File: src/rtl/axis_frame_len_limit.sv
// AXI-Stream frame length limiter: passes frames up to max_len beats, truncates longer ones.
// Latency 1 through one output register; PASS stalls on output_axis_tready, DROP always accepts.
module axis_frame_len_limit #(
   parameter int DATA_WIDTH = 8,
   parameter int LEN_WIDTH  = 16
) (
   input  logic                  clk,
   input  logic                  async_rst,
   input  logic [DATA_WIDTH-1:0] input_axis_tdata,
   input  logic                  input_axis_tvalid,
   output logic                  input_axis_tready,
   input  logic                  input_axis_tlast,
   input  logic                  input_axis_tuser,
   output logic [DATA_WIDTH-1:0] output_axis_tdata,
   output logic                  output_axis_tvalid,
   input  logic                  output_axis_tready,
   output logic                  output_axis_tlast,
   output logic                  output_axis_tuser,
   input  logic [LEN_WIDTH-1:0]  max_len,
   output logic [LEN_WIDTH-1:0]  frame_len,
   output logic                  frame_len_valid,
   output logic [LEN_WIDTH-1:0]  trunc_count
);

   typedef enum logic {PASS, DROP} state_t;

   state_t               state;
   logic [LEN_WIDTH-1:0] cnt;
   logic [LEN_WIDTH-1:0] lim;
   logic [LEN_WIDTH-1:0] lim_eff;
   logic [LEN_WIDTH-1:0] n;
   logic                 accept;

   // The first beat of a frame sees max_len directly; later beats use the latched copy.
   assign lim_eff = (cnt == '0) ? max_len : lim;
   assign n       = cnt + LEN_WIDTH'(1);

   assign input_axis_tready = (state == DROP) | output_axis_tready | ~output_axis_tvalid;
   assign accept            = input_axis_tvalid & input_axis_tready;

   always_ff @(posedge clk or posedge async_rst) begin
      if (async_rst) begin
         state              <= PASS;
         cnt                <= '0;
         lim                <= '0;
         output_axis_tdata  <= '0;
         output_axis_tvalid <= 1'b0;
         output_axis_tlast  <= 1'b0;
         output_axis_tuser  <= 1'b0;
         frame_len          <= '0;
         frame_len_valid    <= 1'b0;
         trunc_count        <= '0;
      end else begin
         frame_len_valid <= 1'b0;
         if (output_axis_tready)
            output_axis_tvalid <= 1'b0;

         if (accept) begin
            if (state == PASS) begin
               if (cnt == '0)
                  lim <= max_len;
               output_axis_tvalid <= 1'b1;
               output_axis_tdata  <= input_axis_tdata;
               output_axis_tlast  <= input_axis_tlast;
               output_axis_tuser  <= input_axis_tuser;
               if (input_axis_tlast) begin
                  frame_len       <= n;
                  frame_len_valid <= 1'b1;
                  cnt             <= '0;
               end else if (lim_eff != '0 && n == lim_eff) begin
                  output_axis_tlast <= 1'b1;
                  output_axis_tuser <= 1'b1;
                  frame_len         <= lim_eff;
                  frame_len_valid   <= 1'b1;
                  if (trunc_count != '1)
                     trunc_count <= trunc_count + LEN_WIDTH'(1);
                  cnt               <= '0;
                  state             <= DROP;
               end else begin
                  cnt <= n;
               end
            end else if (input_axis_tlast) begin
               // Tail of a truncated frame has been swallowed; resume forwarding.
               state <= PASS;
               cnt   <= '0;
            end
         end
      end
   end

endmodule

File: config.mk
export PLATFORM = sky130hd
export DESIGN_NAME = axis_frame_len_limit
export DESIGN_NICKNAME = d
export VERILOG_FILES = /design/src/rtl/axis_frame_len_limit.sv
export SDC_FILE = /design/constraint.sdc
export NUM_CORES = 1
export LEC_CHECK = 0
export ABC_CLOCK_PERIOD_IN_PS = 4070
export CORE_AREA = 4 4 99 138
export CTS_CLUSTER_DIAMETER = 60
export DETAILED_ROUTE_END_ITERATION = 8
export DIE_AREA = 0 0 103 142
export MAX_ROUTING_LAYER = met4
export PLACE_DENSITY = 0.52
export SLEW_MARGIN = 30
export SYNTH_ARGS = -nofsm -noshare
export SYNTH_HDL_FRONTEND = slang
export SYNTH_SLANG_ARGS = --single-unit
File: constraint.sdc
create_clock -name clk -period 4.07 [get_ports clk]
set_clock_uncertainty 0.1 [all_clocks]
set_input_delay 1.0175 -clock clk [delete_from_list [all_inputs] [get_ports clk]]
set_output_delay 1.0175 -clock clk [all_outputs]
set_load 0.005 [all_outputs]
# Word level (Yosys, flattened, before mapping)

Index checks and enable logic that the tools add are counted.

Bits in registers: 77
Output and inout bits: 45
Logic and storage cells: 48

Add/sub/neg operators: 2
Equality and inequality tests: 3
Muxes and demuxes: 19
Bitwise operators: 6
Reductions and logical operators: 8

Operators by type and width:

| cell                                                             | count |
|---|---|
| 16-bit 2-to-1 mux                                                | 7 |
| 16-bit by 1-bit adder with 16-bit output (second input constant) | 2 |
| 16-bit equality test                                             | 1 |
| 16-bit logical NOT                                               | 1 |
| 16-bit inequality test (second input constant)                   | 1 |
| 16-bit nonzero test                                              | 1 |
| 1-bit 2-to-1 mux                                                 | 12 |
| 5-bit AND reduction                                              | 1 |
| 2-bit AND reduction                                              | 2 |
| 1-bit inverter                                                   | 3 |
| 3-bit AND reduction                                              | 1 |
| 2-bit inequality test (second input constant)                    | 1 |
| 1-bit OR                                                         | 2 |
| 2-bit nonzero test                                               | 1 |
| 1-bit bitwise AND                                                | 1 |
| 1-bit logical AND                                                | 1 |

# Depth between registers and ports, before layout

Depth in word-level cells: 8
Gate-level depth with buffers: 14

# Worst setup path before layout

No wires, ideal clock.

Path kind: flip-flop to flip-flop
Start point: register cnt[0]
End point: register frame_len[0]
Library setup time: 0.126 ns
Arrival: 3.068 ns
Path slack: 0.776 ns
Stages on the path, launching flop included: 15
Path buffers: 3
Period minus slack after synthesis: 3.294 ns
Cells stage by stage: dfrtp_1 > buf_2 > inv_1 > ha_1 > nor4b_4 > nand4_2 > buf_2 > mux2i_1 > xnor2_1 > o211ai_1 > nor4_1 > nand2_1 > a21o_1 > buf_2 > a221o_1

Word-level cells in the longest chain between the ends: 6
Elaborated cells on any way between the ends: 10

RTL lines:

| element                                                                          | RTL line | RTL |
|---|---|---|
| start, declared                                                                  | 28       | `logic [LEN_WIDTH-1:0] cnt;` |
| start signal, assigned                                                           | 80       | `cnt <= n;` |
| branches (longest 6 deep; another with 16-bit by 1-bit adder with 16-bit output) | --       |  |
| end signal, assigned                                                             | 67       | `frame_len <= n;` |
| end signal, assigned                                                             | 73       | `frame_len <= lim_eff;` |
| end, declared                                                                    | 20       | `output logic [LEN_WIDTH-1:0] frame_len,` |

Several ways; the timed one is not identified. The select of a mux whose other input is x is not followed.
A chain may end at the register's enable or synchronous reset.

# Worst setup path after layout

Start point: register cnt[1]
End point: register trunc_count[14]

Word-level cells in the longest chain between the ends: 5
Elaborated cells on any way between the ends: 7

RTL lines:

| element                                                                          | RTL line | RTL |
|---|---|---|
| branches (longest 3 deep; another with 16-bit by 1-bit adder with 16-bit output) | --       |  |
| 1-bit logical AND (*)                                                            | 70       | `end else if (lim_eff != '0 && n == lim_eff) begin` |
| 5-bit AND reduction (no source line) (*)                                         | --       |  |
| end signal, assigned                                                             | 76       | `trunc_count <= trunc_count + LEN_WIDTH'(1);` |
| end, declared                                                                    | 22       | `output logic [LEN_WIDTH-1:0] trunc_count` |

Every way passes the cells marked *.

==> run summary <==
Crit path top cell by count - nand4_1
CTS resizes - 0
Post-Syn Area - 0.00427 mm^2
Post-synth EDFFs - 0
Hold path cells - 2
Reg2reg setup slack - 440 ps
Fmax achieved - 0.276 GHz
CTS Root Buffer Type - clkbuf_16
CP endpoint kind - flop
FP Rows - 48
Cell count after synthesis - 437
Inserted Clock Buffers - 9
Multi-input logic area - 0.00219 mm^2
Pwr Total - 2.48 mW
Post-route ant nets - 0
R2r startpoint - cnt[1]$_DFFE_PP0P_
DIE HEIGHT - 142 um
Worst hold start - output_axis_tdata[2]$_DFFE_PP0P_
Hold Fails Final Rpt - 0
Area delta synth->final - 29.9%
Mapped Nets - 470
CP Launch Type - flop
Clk sinks - 77
Slowest CP cell - or4_4
Commonest cells after routing, fill and taps aside - 77 x dfrtp_1, 74 x clkdlybuf4s50_1, 70 x nand2_1, 30 x nor2_1, 27 x xnor2_1
Actual slew at the worst max-slew pin - 837 ps
Fin area - 0.00555 mm^2
Crit share post-route - 89.1%
VDD IR-drop max - 220 uV
Final Util - 44.9%
Crit Path Class - flop to flop
CTS max path bufs - 2
Pin count of the biggest net entering global routing - 42
Vias in the first global route - 3,702
Pleak - 2.35 nW
Fill count - 1,216
Drt initial violations - 161
Initial antenna violation count - 0
Setup Viol. Count Final - 0
Skew-Pair Late Insertion Delay - 340 ps
RSZ-0062 raised after global routing - no
Final Instance Count excl. Fillers - 676
Top Family by Delay on Critical Path - simple AND/OR/NAND/NOR gates
Cell chain of the critical path - inv_1 > ha_1 > nor4b_4 > nand4_2 > buf_12 > mux2i_2 > xor2_1 > nand4_1 > or4_4 > nor2_4 > nand4_1 > mux2_1
Detailed placer's ending HPWL - 9.41 mm
R2r endpoint - trunc_count[14]$_DFFE_PP0P_
WP buf/inv - 2
Yosys warns - 0
Number of diodes - 0
CP required - 4190 ps
CTS clock-pin slew for the worst setup and hold paths - 60 ps
Crit path max fanout - 21
Die ar. - 0.0146 mm^2
First-pass GRT wire length - 19.8 mm
CP Depth - 12
Nets - 554
Commonest non-fill, non-tap cell in the layout - dfrtp_1
Hold Path Sink - output_axis_tdata[2]$_DFFE_PP0P_
Yosys reg bits - 77
Final wirelength - 12.5 mm
Unique cell type count in the Yosys netlist - 53
Drt wl/cell - 18.4 um
I/O Buffers - 74
Outcome - finished clean
Min cycle time layout - 3630 ps
Max-cap violations - 0
Worst endpoint data arrival time - 3750 ps
Mean Syn Cell Area - 9.77 um^2
Post-synthesis async set-or-reset flop share - 100%
TritonCTS clock tree - done
GRT overflow - 0
Post-CTS setup buffers - 0
Vias - 3,624
Primary FF master, synth - dfrtp_1
Worst Hold Class - flop to flop
Die Wd - 103 um
H-tree Lvls - 3
DR DRC count - 0
Final slew viol count - 0
Initial core utilization - 34.5%
Number of I/O pins - 75
Pre-Repair DR Iteration Count - 4
Sequential cell area - 0.00193 mm^2
Setup TNS Final - 0 ps
Power per cell area - 447 mW/mm^2
GPL Wtd Cong - 0.905
R2R depth - 12
Relative max-transition margin - 44.0%
Placed cell areas - 0.00525 mm^2
Layout cells sized above 1 - 11.6%
CP max stage delay - 600 ps
Register area share after synthesis - 45.1%
CTS Hold Bufs - 0
Tot GR Track Use - 18.2%
Core area - 0.0124 mm^2
Dpl cells - 660
Via/cell ratio - 5.36
## stage by stage
| stage | hold slack, ps | worst slack [ps] |
|---|---|---|
| after global routing | 414 | 275 |
| after detailed placement | 361 | 289 |
| after global placement | 359 | 326 |
| after floorplan | 370 | 776 |
| final | 373 | 442 |
| after CTS | 377 | 466 |
## cells by family after synthesis
kind of cell	after synthesis	synth area share, %
XOR/XNOR	42	8.61
AND/OR/NAND/NOR	188	23.6
multiplexers	30	7.67
adder cells (fa/ha/maj)	3	0.879
AO/OA/AOI/OAI	66	10.4
buffers and inverters	31	3.69
flip-flops	77	45.1
## how the worst max path moves through the flow
stage | from | to | slack [ps]
floorplan | cnt[0]$_DFFE_PP0P_ | frame_len[0]$_DFFE_PP0P_ | 780
global placement | max_len[2] | trunc_count[4]$_DFFE_PP0P_ | 330
detailed placement | max_len[2] | trunc_count[4]$_DFFE_PP0P_ | 290
CTS | cnt[1]$_DFFE_PP0P_ | trunc_count[14]$_DFFE_PP0P_ | 470
global route | cnt[1]$_DFFE_PP0P_ | trunc_count[12]$_DFFE_PP0P_ | 280
finish | cnt[1]$_DFFE_PP0P_ | trunc_count[14]$_DFFE_PP0P_ | 440
## report_power, final
part           leakage (nW)  internal [mW]  total (mW)  switching [mW]
combinational          1.18          0.348       0.717           0.369
sequential             1.01          0.875       0.976           0.101
clock                 0.148          0.477       0.789           0.311
## per-layer routing
metal	vias to the layer above	GRT usage (%)	part of all wire (%)
li1	1727	-	-
met2	104	30.5	52
met4	0	7.57	3.1
met1	1768	21.3	41
met5	-	-	0
met3	25	3.14	4.2
## worst reg2reg max path: cells and delay by family (launching register included)
kind / cells / cell delay, ps
simple gates: 6 / 1600
mux: 2 / 660
flops: 1 / 460
buf+inv: 2 / 290
xor+xnor: 1 / 270
fa+ha+maj: 1 / 160
## Yosys cell counts, types with 3 or more instances
cell type  number  area share (%)
a21o_1          6             1.1
a21oi_1        12             1.4
buf_2           6            0.70
nand2_1        70             6.2
nand4_1        14             2.1
nor4b_1         3            0.62
clkbuf_1        8            0.70
nand3_1        19             2.2
nor3_1         11             1.3
mux2i_1        13             3.0
dfrtp_1        77              45
o21ai_0        22             2.6
nor4_4          3             1.5
mux2_2         11             2.9
nor4_1         13             1.9
mux2_1          4             1.1
xnor2_1        27             5.5
buf_6           4             1.1
xor2_1         15             3.1
ha_1            3            0.88
inv_1          10            0.88
nor2_1         30             2.6
a221o_1        13             3.0
and3_1          5            0.73
nand2b_1        3            0.44
## state kept, by name, summed over array words and instances, names as in the netlist
name	cells
output_axis_tdata	8
lim	16
output_axis_tvalid	1
output_axis_tlast	1
cnt	16
frame_len	16
trunc_count	16
output_axis_tuser	1
state	1
frame_len_valid	1
## area by class of cell
type                            instances  share of cell area [%]
Clock buffer                           13                    5.05
Clock inverter                          3                   0.316
Multi-Input combinational cell        329                    39.4
Inverter                               11                   0.766
Tap cell                              150                    3.38
Sequential cell                        77                    34.7
Timing Repair Buffer                   93                    16.4
(Power assumes the default switching activity.)
